### src/rtl/simon_round_sequencer.sv
// Simon round sequencer: latches a colour pattern, plays the first `level` entries on the LEDs,
// then checks player presses against it and advances the level, wins or loses.
module simon_round_sequencer #(
  parameter int unsigned MAX_LEN        = 8,
  parameter int unsigned ON_CYCLES      = 25000000,
  parameter int unsigned OFF_CYCLES     = 12500000,
  parameter int unsigned TIMEOUT_CYCLES = 250000000
) (
  input  logic                         clk,
  input  logic                         resetn,
  input  logic                         start,
  input  logic [2*MAX_LEN-1:0]         pattern,
  input  logic                         btn_valid,
  input  logic [1:0]                   btn_color,
  output logic                         led_en,
  output logic [1:0]                   led_color,
  output logic                         busy,
  output logic [$clog2(MAX_LEN+1)-1:0] level,
  output logic                         win,
  output logic                         lose
);

  localparam int unsigned LvlW      = $clog2(MAX_LEN + 1);
  localparam int unsigned MaxPhase0 = (ON_CYCLES > OFF_CYCLES) ? ON_CYCLES : OFF_CYCLES;
  localparam int unsigned MaxPhase  = (TIMEOUT_CYCLES > MaxPhase0) ? TIMEOUT_CYCLES : MaxPhase0;
  localparam int unsigned CntW      = $clog2(MaxPhase + 1);

  localparam logic [CntW-1:0] OnLast  = CntW'(ON_CYCLES - 1);
  localparam logic [CntW-1:0] OffLast = CntW'(OFF_CYCLES - 1);
  localparam logic [CntW-1:0] ToLast  = CntW'(TIMEOUT_CYCLES - 1);
  localparam logic [LvlW-1:0] LvlOne  = LvlW'(1);
  localparam logic [LvlW-1:0] LvlMax  = LvlW'(MAX_LEN);

  typedef enum logic [2:0] {StIdle, StPause, StPlayOn, StPlayOff, StInput, StWin, StLose} state_e;

  state_e               state_q;
  logic [2*MAX_LEN-1:0] pat_q;
  logic [LvlW-1:0]      idx_q;
  logic [CntW-1:0]      cnt_q;

  logic [LvlW-1:0] idx_next;
  logic [1:0]      cur_color;
  logic [1:0]      next_color;
  logic            last_entry;

  assign idx_next   = idx_q + LvlOne;
  assign cur_color  = pat_q[2*idx_q +: 2];
  assign next_color = pat_q[2*idx_next +: 2];
  assign last_entry = (idx_q == level - LvlOne);
  assign busy       = state_q inside {StPause, StPlayOn, StPlayOff, StInput};

  always_ff @(posedge clk) begin
    if (!resetn) begin
      state_q   <= StIdle;
      pat_q     <= '0;
      idx_q     <= '0;
      cnt_q     <= '0;
      led_en    <= 1'b0;
      led_color <= 2'b00;
      level     <= '0;
      win       <= 1'b0;
      lose      <= 1'b0;
    end else begin
      unique case (state_q)
        StIdle, StWin, StLose: begin
          if (start) begin
            pat_q   <= pattern;
            level   <= LvlOne;
            idx_q   <= '0;
            cnt_q   <= '0;
            win     <= 1'b0;
            lose    <= 1'b0;
            state_q <= StPause;
          end
        end
        StPause: begin
          if (cnt_q == OffLast) begin
            cnt_q     <= '0;
            idx_q     <= '0;
            led_en    <= 1'b1;
            led_color <= pat_q[1:0];
            state_q   <= StPlayOn;
          end else begin
            cnt_q <= cnt_q + CntW'(1);
          end
        end
        StPlayOn: begin
          if (cnt_q == OnLast) begin
            cnt_q     <= '0;
            led_en    <= 1'b0;
            led_color <= 2'b00;
            state_q   <= StPlayOff;
          end else begin
            cnt_q <= cnt_q + CntW'(1);
          end
        end
        StPlayOff: begin
          if (cnt_q == OffLast) begin
            cnt_q <= '0;
            if (last_entry) begin
              idx_q   <= '0;
              state_q <= StInput;
            end else begin
              idx_q     <= idx_next;
              led_en    <= 1'b1;
              led_color <= next_color;
              state_q   <= StPlayOn;
            end
          end else begin
            cnt_q <= cnt_q + CntW'(1);
          end
        end
        StInput: begin
          // A press on the final timeout cycle takes priority over the timeout.
          if (btn_valid) begin
            cnt_q <= '0;
            if (btn_color != cur_color) begin
              lose    <= 1'b1;
              state_q <= StLose;
            end else if (!last_entry) begin
              idx_q <= idx_next;
            end else if (level == LvlMax) begin
              win     <= 1'b1;
              state_q <= StWin;
            end else begin
              idx_q   <= '0;
              level   <= level + LvlOne;
              state_q <= StPause;
            end
          end else if (cnt_q == ToLast) begin
            cnt_q   <= '0;
            lose    <= 1'b1;
            state_q <= StLose;
          end else begin
            cnt_q <= cnt_q + CntW'(1);
          end
        end
        default: state_q <= StIdle;
      endcase
    end
  end

endmodule

### config.mk
export PLATFORM = sky130hd
export DESIGN_NAME = simon_round_sequencer
export DESIGN_NICKNAME = d
export VERILOG_FILES = /design/src/rtl/simon_round_sequencer.sv
export SDC_FILE = /design/constraint.sdc
export NUM_CORES = 1
export LEC_CHECK = 0
export CAP_MARGIN = 5
export CORE_ASPECT_RATIO = 1.25
export CORE_MARGIN = 8
export CORE_UTILIZATION = 40
export CTS_CLUSTER_DIAMETER = 50
export DETAILED_ROUTE_END_ITERATION = 8
export PLACE_DENSITY_LB_ADDON = 0.25
export SLEW_MARGIN = 10
export SYNTH_ARGS = -nofsm -noshare
export SYNTH_HDL_FRONTEND = slang
export SYNTH_SLANG_ARGS = --single-unit
export TNS_END_PERCENT = 20
### constraint.sdc
create_clock -name clk -period 5.5 [get_ports clk]
set_input_delay 1.1 -clock clk [delete_from_list [all_inputs] [get_ports clk]]
set_output_delay 1.1 -clock clk [all_outputs]
set_load 0.02 [all_outputs]
# Yosys cells after proc, flatten, opt, wreduce, memory -nomap -nowiden
# Index checks and enable logic that the tools add are counted.
[totals]
inputBits = 22
output_inout_bits = 10
ff_bits = 60
[op_classes]
n_shift = 2
n_eq_ne = 26
n_mux = 52
n_addsub = 4
reduce_logical = 16
[op_table]
columns = ["operator", "count"]
rows = [
  ["28-bit two-way mux", 5],
  ["28-bit one-hot mux with 4 select lines", 1],
  ["4-bit two-way mux", 13],
  ["16-bit by 6-bit variable part select with 2-bit output", 2],
  ["3-bit two-way mux", 10],
  ["28-bit by 1-bit adder with 28-bit output (second input constant)", 1],
  ["28-bit by 24-bit == test with 1-bit output (second input constant)", 1],
  ["28-bit by 25-bit == test with 1-bit output (second input constant)", 1],
  ["28-bit == test (second input constant)", 1],
  ["6-bit AND reduction", 3],
  ["4-bit one-hot mux with 4 select lines", 1],
  ["3-bit one-hot mux with 5 select lines", 1],
  ["1-bit two-way mux", 12],
  ["2-bit != test (second input constant)", 6],
  ["4-bit nonzero test", 3],
  ["3-bit == test (second input constant)", 3],
  ["4-bit by 1-bit adder with 4-bit output (second input constant)", 2],
  ["2-bit two-way mux", 4],
  ["2-bit by 1-bit != test with 1-bit output (second input constant)", 4],
  ["4-bit one-hot mux with 2 select lines", 1],
  ["7-bit AND reduction", 1],
  ["3-bit by 2-bit == test with 1-bit output (second input constant)", 2],
  ["3-bit by 2-bit != test with 1-bit output (second input constant)", 2],
  ["2-bit one-hot mux with 3 select lines", 1],
  ["other kinds (17)", 19],
]

# Logic depth before layout (Yosys ltp)
# Gate-level depths: netlist of run 1.
[depth]
ltp_word = 6
ltp_mapped = 9
ltp_nobuf = 9

# Worst setup path before layout of run 1
# OpenSTA, ideal clock, no wires.
[synth_timing]
path_type = "input to register"
from = "input port start"
to = "register cnt_q[12]"
cell_stages = 6
arrival_ns = 2.788
setup_ns = 0.074
slack_ns = 2.638
path_cell_list = "inv_1 -> maj3_1 -> a211o_1 -> or2_2 -> or4_1 -> a31oi_1"
[synth_between]
elab_chain_cells = 2
[synth_rtl]
columns = ["item", "line_no", "source"]
rows = [
  ["from (decl)", "11", "input logic start,"],
  ["2-bit != test (no source line)", "-", ""],
  ["2-bit AND reduction (no source line)", "-", ""],
  ["to (signal assigned)", "84", "cnt_q <= cnt_q + CntW'(1);"],
  ["to (signal assigned)", "94", "cnt_q <= cnt_q + CntW'(1);"],
  ["to (signal assigned)", "110", "cnt_q <= cnt_q + CntW'(1);"],
  ["to (decl)", "39", "logic [CntW-1:0] cnt_q;"],
]
# No other way between the ends.
# A chain may end at the register's enable or synchronous reset.

# Final worst setup path of run 1
# Ends and elaborated chain as after synthesis.

==> metrics.md, run 1 <==
| Metric | Value |
|---|---|
| Remaining antenna violation count | `0` |
| Slew of the pin with the lowest slew margin | `1.16 ns` |
| Power density over the cells | `368 nW/um^2` |
| Antenna diode count | `0` |
| Cell with the largest stage delay on the worst path | `sky130_fd_sc_hd__clkdlybuf4s50_1` |
| Layout cell share with drive strength beyond 1 | `6.97%` |
| Number of global-route vias before repair | `3145` |
| Synth Cell Area | `3380 sq um` |
| Total wire length after detailed routing | `between 8 and 9 mm` |
| Antenna violations before repair | `0` |
| Root buffer cell | `sky130_fd_sc_hd__clkbuf_8` |
| Worst clock skew on the final layout | `0.0107 ns` |
| Number of flops mapped to enable cells by yosys | `0` |
| Total congestion overflow after global routing | `0` |
| Total CTS buffers | `9` |
| Kind of start point of the critical path | `input pin` |
| Maximum number of pins on one net before global-route repair | `26` |
| Final Cycle Share | `59.7%` |
| Pleak | `1.36 nW` |
| Share of synthesized flip-flops with an asynchronous set or reset | `0%` |
| Area growth, synth to finish | `17.9%` |
| Max-slew headroom | `approximately 22%` |
| Clock insertion delay at the later pin of the skew report | `0.35 ns` |
| CTS Sinks | `60` |
| Avg Cell Area, Syn | `8.15 sq um` |
| Synthesized flop and latch total | `60` |
| Largest fanout on the critical path | `7` |
| Final weighted congestion of routability-driven global placement | `0.885` |
| Post-DR vias/cell | `between 5 and 6` |
| Gates resized, CTS repair | `0` |
| Std cell rows | `37` |
| Clock-pin transition on the worst setup and hold timing paths | `0.08 ns` |
| Setup-violating endpoint count in the final report | `0` |
| Die Y | `119 um` |
| Most frequent cells after synthesis | `sky130_fd_sc_hd__nand2_1, sky130_fd_sc_hd__dfxtp_1, sky130_fd_sc_hd__nor2_1, sky130_fd_sc_hd__a21oi_1` |
| Total setup buffers inserted after CTS | `0` |
| DIE AREA | `about 12000 sq um` |
| Critical Path AT | `3.56 ns` |
| # nets final | `466` |
| Top_reg_cell synth | `sky130_fd_sc_hd__dfxtp_1` |
| Buffer levels on the longest clock path | `2` |
| Top-level port count | `32` |
| Total instance count after detailed placement | `526` |
| Effective utilization at floorplan | `41.0%` |
| Core box area | `8240 sq um` |
| Cell variety after synth | `61` |
| Total via count after detailed routing | `around 3.1k` |
| Number of iterations in the first detailed-routing pass | `4` |
| Setup TNS | `0 ns` |
| Non-filler cells, final | `542` |
| Worst Hold Class | `flip-flop to flip-flop` |
| Finished layout cell area | `~4000 sq um` |
| Count leader, synth | `sky130_fd_sc_hd__nand2_1` |
| Status | `completed` |
| Hold-fix buffers at CTS | `0` |
| Syn. warnings | `0` |
| RSZ-0062 raised after global routing | `false` |
| Number of max-slew violations in the final report | `0` |
| Tot GR Track Use | `16.0%` |
| Buffers on Ports | `31` |
| First-pass GRT wire length | `roughly 15 mm` |
| Critical Path Sink Type | `flip-flop` |
| DRC violation count after routing | `0` |
| Per-cell routed wire length | `16.2 um` |
| Syn_nets | `441` |
| List of cells traversed by the critical path | `clkdlybuf4s50_1 -> inv_1 -> maj3_1 -> a211o_1 -> or2_2 -> or4_1 -> a31oi_1` |
| Cells taking the most area after synthesis | `sky130_fd_sc_hd__dfxtp_1, sky130_fd_sc_hd__nand2_1, sky130_fd_sc_hd__nor2_1` |
| Width of the die | `98.2 um` |
| Number of max-capacitance violations reported | `0` |
| Start-to-end type of the worst setup path | `input pin to flip-flop` |
| TritonCTS clock tree | `done` |
| Peak VDD IR | `135 uV` |
| Number of DRC violations after detailed-routing iteration 0 | `136` |
| Achievable Freq | `between 300 and 400 MHz` |
| Post-Place Cell Area | `~3700 sq um` |
| Top-area cell type share of the netlist area | `35.5%` |
| Synthesized instance count | `415` |
| Worst-case hold slack | `between 0.4 and 0.5 ns` |
| Final Hold Vio Count | `0` |
| Final critical path time including I/O delays and setup | `3.28 ns` |
| Part of the Yosys area used for sequential elements | `35.5%` |
| HPWL after DPL | `between 6 and 7 mm` |
| Critical Path Max Stage Delay | `0.57 ns` |
| Library cell with the largest summed area after synthesis | `sky130_fd_sc_hd__dfxtp_1` |
| CTS H-tree lvls | `3` |
| Required time of the critical path | `a little under 6 ns` |
==> registers in the layout, summed over array words and instances, names as in the netlist <==
register,count
cnt_q,28
pat_q,16
idx_q,4
level,4
state_q,3
led_color,2
led_en,1
lose,1
win,1
==> per-stage QoR <==
step / util, % / setup slack [ns] / total power [mW]
6_report: 48.4 / 2.22 / 1.47
5_1_grt: 48.4 / 1.91 / 1.56
4_1_cts: 48.4 / 2.19 / 1.48
3_5_place_dp: 45.4 / 1.86 / 0.976
3_3_place_gp: 45.4 / 1.93 / 0.969
2_1_floorplan: - / 2.64 / 0.850
==> placed cells by master (no fill, tap or decap), types with 4 or more instances in the layout <==
cell type / n
sky130_fd_sc_hd__o21ai_0: 8
sky130_fd_sc_hd__clkbuf_8: 9
sky130_fd_sc_hd__mux4_2: 6
sky130_fd_sc_hd__xor2_1: 18
sky130_fd_sc_hd__nand3b_1: 6
sky130_fd_sc_hd__nand2_1: 61
sky130_fd_sc_hd__nor3_1: 14
sky130_fd_sc_hd__nand4_1: 4
sky130_fd_sc_hd__and3_1: 7
sky130_fd_sc_hd__dfxtp_1: 60
sky130_fd_sc_hd__nor2_1: 51
sky130_fd_sc_hd__nor4_1: 4
sky130_fd_sc_hd__clkdlybuf4s50_1: 31
sky130_fd_sc_hd__xnor2_1: 13
sky130_fd_sc_hd__nand3_1: 18
sky130_fd_sc_hd__inv_1: 14
sky130_fd_sc_hd__a211oi_1: 4
sky130_fd_sc_hd__ha_1: 4
sky130_fd_sc_hd__a21oi_1: 30
sky130_fd_sc_hd__mux2i_1: 10
sky130_fd_sc_hd__and2_1: 5
==> power breakdown <==
part | leakage [nW] | internal, mW | total, mW | switching [mW]
clock | 0.116 | 0.304 | 0.504 | 0.200
combinational | 0.755 | 0.168 | 0.424 | 0.256
sequential | 0.487 | 0.479 | 0.538 | 0.0596
total | 1.36 | 0.950 | 1.47 | 0.515
==> cell type report <==
class	instances	area [sq um]
fillers	805	4250
multi-input cells	324	2050
flip-flops and latches	60	1200
repair buffers	31	310
clock buffers	9	124
clock inverters	7	123
well taps	97	121
inverters	14	52.6
==> final timing paths <==
check                           from                      to  slack [ns]  cells past startpoint
max                            start  cnt_q[12]$_SDFFE_PN0P_        2.22                      7
min            pat_q[4]$_SDFFE_PN0P_   pat_q[4]$_SDFFE_PN0P_        0.47                      2
max reg2reg  state_q[2]$_SDFFE_PN0P_   level[0]$_SDFFE_PN0P_        2.27                      7
min reg2reg    pat_q[4]$_SDFFE_PN0P_   pat_q[4]$_SDFFE_PN0P_        0.47                      2
==> layer usage <==
metal	GRT usage, %	share of wire (%)	vias up
met5	0	0	-
met4	6.64	1.9	0
met3	3.76	5.4	15
met2	27.9	50	71
met1	18.3	42	1461
li1	-	-	1532
==> logic make-up after synthesis <==
group / synth area share [%]
adder cells (fa/ha/maj): 1.78
AO/OA/AOI/OAI: 16.2
multiplexers: 6.96
XOR/XNOR: 8.69
AND/OR/NAND/NOR: 27.2
buffers and inverters: 3.74
flip-flops: 35.5
==> critical path: cells and delay by family <==
kind,cells,cell delay [ns]
AOI/OAI and AO/OA,2,0.59
and+or+nand+nor,2,0.77
buffers and inverters,2,0.69
adders and majority gates,1,0.41
(Power assumes the default switching activity.)
==> run 2: changes to the inputs <==
==> constraint.sdc (replaced) <==
create_clock -name clk -period 3.41 [get_ports clk]
set_input_delay 0.682 -clock clk [delete_from_list [all_inputs] [get_ports clk]]
set_output_delay 0.682 -clock clk [all_outputs]
set_load 0.02 [all_outputs]
==> run 2 against run 1 <==
Net effect:
- non-clock buffer count up 8
- first-iteration DRC count is 38% higher
- critical path depth did not move
- design area rose by 0.91%
- register-to-register slack worse by 1.7 ns
- sequential power is 61% higher
- core utilization up 0.44 points
- via count rose by 0.32%
- wire length is 1.5% lower
- hold slack hardly changed
==> metrics.md, run 2 (synthesis results as in run 1) <==
| Metric | Value |
|---|---|
| Clock insertion delay at the later pin of the skew report | `~0.36 ns` |
| Number of max-capacitance violations reported | `0` |
| Pleak | `approximately 1.4 nW` |
| Max-slew headroom | `49.9%` |
| Buffer levels on the longest clock path | `2` |
| Antenna diode count | `0` |
| CTS Sinks | `60` |
| First-pass GRT wire length | `about 15 mm` |
| Flip-flop count of the largest register after layout | `28` |
| Number of iterations in the first detailed-routing pass | `4` |
| Width of the die | `98.2 um` |
| DRC violation count after routing | `0` |
| Root buffer cell | `sky130_fd_sc_hd__clkbuf_8` |
| Finished layout cell area | `~4000 sq um` |
| Gates resized, CTS repair | `0` |
| Area of the multi-input gates | `2050 sq um` |
| Setup TNS | `0 ns` |
| Buffers on Ports | `31` |
| Core box area | `around 8200 sq um` |
| Post-Place Cell Area | `3800 sq um` |
| CTS H-tree lvls | `3` |
| Status | `completed` |
| Worst Hold Class | `flip-flop to flip-flop` |
| Layout cell share with drive strength beyond 1 | `8.61%` |
| Launch point of the worst reg-to-reg path | `cnt_q[12]$_SDFFE_PN0P_` |
| Total via count after detailed routing | `3089` |
| Critical Path AT | `between 3 and 4 ns` |
| Worst slack, placed | `0.325 ns` |
| RSZ-0062 raised after global routing | `false` |
| Reg-to-reg critical path endpoint | `state_q[1]$_SDFFE_PN0P_` |
| Critical Path Sink Type | `flip-flop` |
| Area taken by flip-flops and latches | `1200 sq um` |
| Clock-pin transition on the worst setup and hold timing paths | `roughly 0.080 ns` |
| Per-cell routed wire length | `15.7 um` |
| Peak VDD IR | `278 uV` |
| Most common cell after layout, fill and taps aside | `sky130_fd_sc_hd__nand2_1` |
| Final weighted congestion of routability-driven global placement | `0.884` |
| Worst setup margin | `about 0.55 ns` |
| # nets final | `474` |
| Start-to-end type of the worst setup path | `flip-flop to flip-flop` |
| Register with the most flip-flops | `cnt_q` |
| Achievable Freq | `349 MHz` |
| Hold Startpoint | `win$_SDFFE_PN0P_` |
| Slew of the pin with the lowest slew margin | `0.750 ns` |
| HPWL after DPL | `6.27 mm` |
| Final Hold Vio Count | `0` |
| FF-to-FF path depth | `7` |
| Number of DRC violations after detailed-routing iteration 0 | `187` |
| Worst clock skew on the final layout | `0.00745 ns` |
| Most frequent cells in the layout | `sky130_fd_sc_hd__nand2_1, sky130_fd_sc_hd__dfxtp_1, sky130_fd_sc_hd__nor2_1` |
| Total CTS buffers | `9` |
| Largest fanout on the critical path | `8` |
| Final Cycle Share | `between 80% and 90%` |
| Area growth, synth to finish | `18.9%` |
| Total wire length after detailed routing | `8.63 mm` |
| Std cell rows | `37` |
| DIE AREA | `around 12000 sq um` |
| Hold-fix buffers at CTS | `0` |
| Tot GR Track Use | `between 10% and 20%` |
| Top-level port count | `32` |
| Kind of start point of the critical path | `flip-flop` |
| Power density over the cells | `576 nW/um^2` |
| Maximum number of pins on one net before global-route repair | `25` |
| Remaining antenna violation count | `0` |
| Total congestion overflow after global routing | `0` |
| Total setup buffers inserted after CTS | `0` |
| Number of global-route vias before repair | `3029` |
| Cell count of the worst hold path | `2` |
| Worst setup slack for register-to-register paths | `0.55 ns` |
| TritonCTS clock tree | `done` |
| Setup-violating endpoint count in the final report | `0` |
| Overall power of the completed layout | `2.32 mW` |
| Post-DR vias/cell | `5.62` |
| Layout filler cell count | `800` |
| Required time of the critical path | `3.66 ns` |
| Largest registers | `cnt_q (28), pat_q (16)` |
| Die Y | `between 100 and 150 um` |
| Antenna violations before repair | `0` |
| Effective utilization at floorplan | `41.0%` |
| Final critical path time including I/O delays and setup | `2.86 ns` |
| Number of max-slew violations in the final report | `0` |
| Sink of the worst hold path | `win$_SDFFE_PN0P_` |
## run 2: cell count changes in the layout (fill, tap and decap cells not counted), sizes merged
cell / delta
buf: +8
clkinv: +2
bufinv: -1
clkinvlp: -1
## run 2: worst max-delay path by stage
stage / startpoint / endpoint / slack [ns] / depth (start not counted)
3_5_place_dp: start / cnt_q[12]$_SDFFE_PN0P_ / 0.33 / 7
5_1_grt: cnt_q[12]$_SDFFE_PN0P_ / cnt_q[9]$_SDFFE_PN0P_ / 0.41 / 8
6_report: cnt_q[12]$_SDFFE_PN0P_ / state_q[1]$_SDFFE_PN0P_ / 0.55 / 7
4_1_cts: cnt_q[12]$_SDFFE_PN0P_ / state_q[1]$_SDFFE_PN0P_ / 0.58 / 7
2_1_floorplan: start / cnt_q[12]$_SDFFE_PN0P_ / 0.97 / 6
3_3_place_gp: start / cnt_q[12]$_SDFFE_PN0P_ / 0.37 / 7
## run 2: per-stage QoR
| stage | util, % | hold slack, ns | std cells |
|---|---|---|---|
| 2_1_floorplan | - | 0.443 | 415 |
| 3_3_place_gp | 46.1 | 0.453 | 534 |
| 3_5_place_dp | 46.1 | 0.461 | 534 |
| 4_1_cts | 48.8 | 0.472 | 550 |
| 5_1_grt | 48.8 | 0.485 | 550 |
| 6_report | 48.8 | 0.471 | 550 |
## run 2: critical path, cell delays in order, from the launching register on
cell                      delay, ns
sky130_fd_sc_hd__dfxtp_1       0.44
sky130_fd_sc_hd__nand2_1       0.14
sky130_fd_sc_hd__or4_4         0.53
sky130_fd_sc_hd__o41ai_2       0.34
sky130_fd_sc_hd__mux2i_1       0.24
sky130_fd_sc_hd__or2_0         0.47
sky130_fd_sc_hd__o32a_1        0.43
sky130_fd_sc_hd__o21a_1        0.17
## run 2: area by class of cell
type,instances,share of cell area (%)
multi-input combinational,324,51.1
clock inverter,7,2.46
clock buffer,9,3.08
sequential,60,29.9
inverter,14,1.31
tap,97,3.02
timing repair buffer,39,9.21
## run 2: report_power, final
group	switching, mW	leakage [nW]	internal (mW)
clock network	0.320	0.110	0.416
logic	0.423	0.794	0.290
registers	0.0959	0.487	0.772
## run 2: per-layer routing
layer / track usage, % / part of all wire, % / vias up
li1: - / - / 1546
met3: 2.99 / 5.4 / 12
met4: 7.60 / 1.2 / 0
met2: 26.4 / 51 / 72
met1: 17.3 / 43 / 1459
met5: 0 / 0 / -
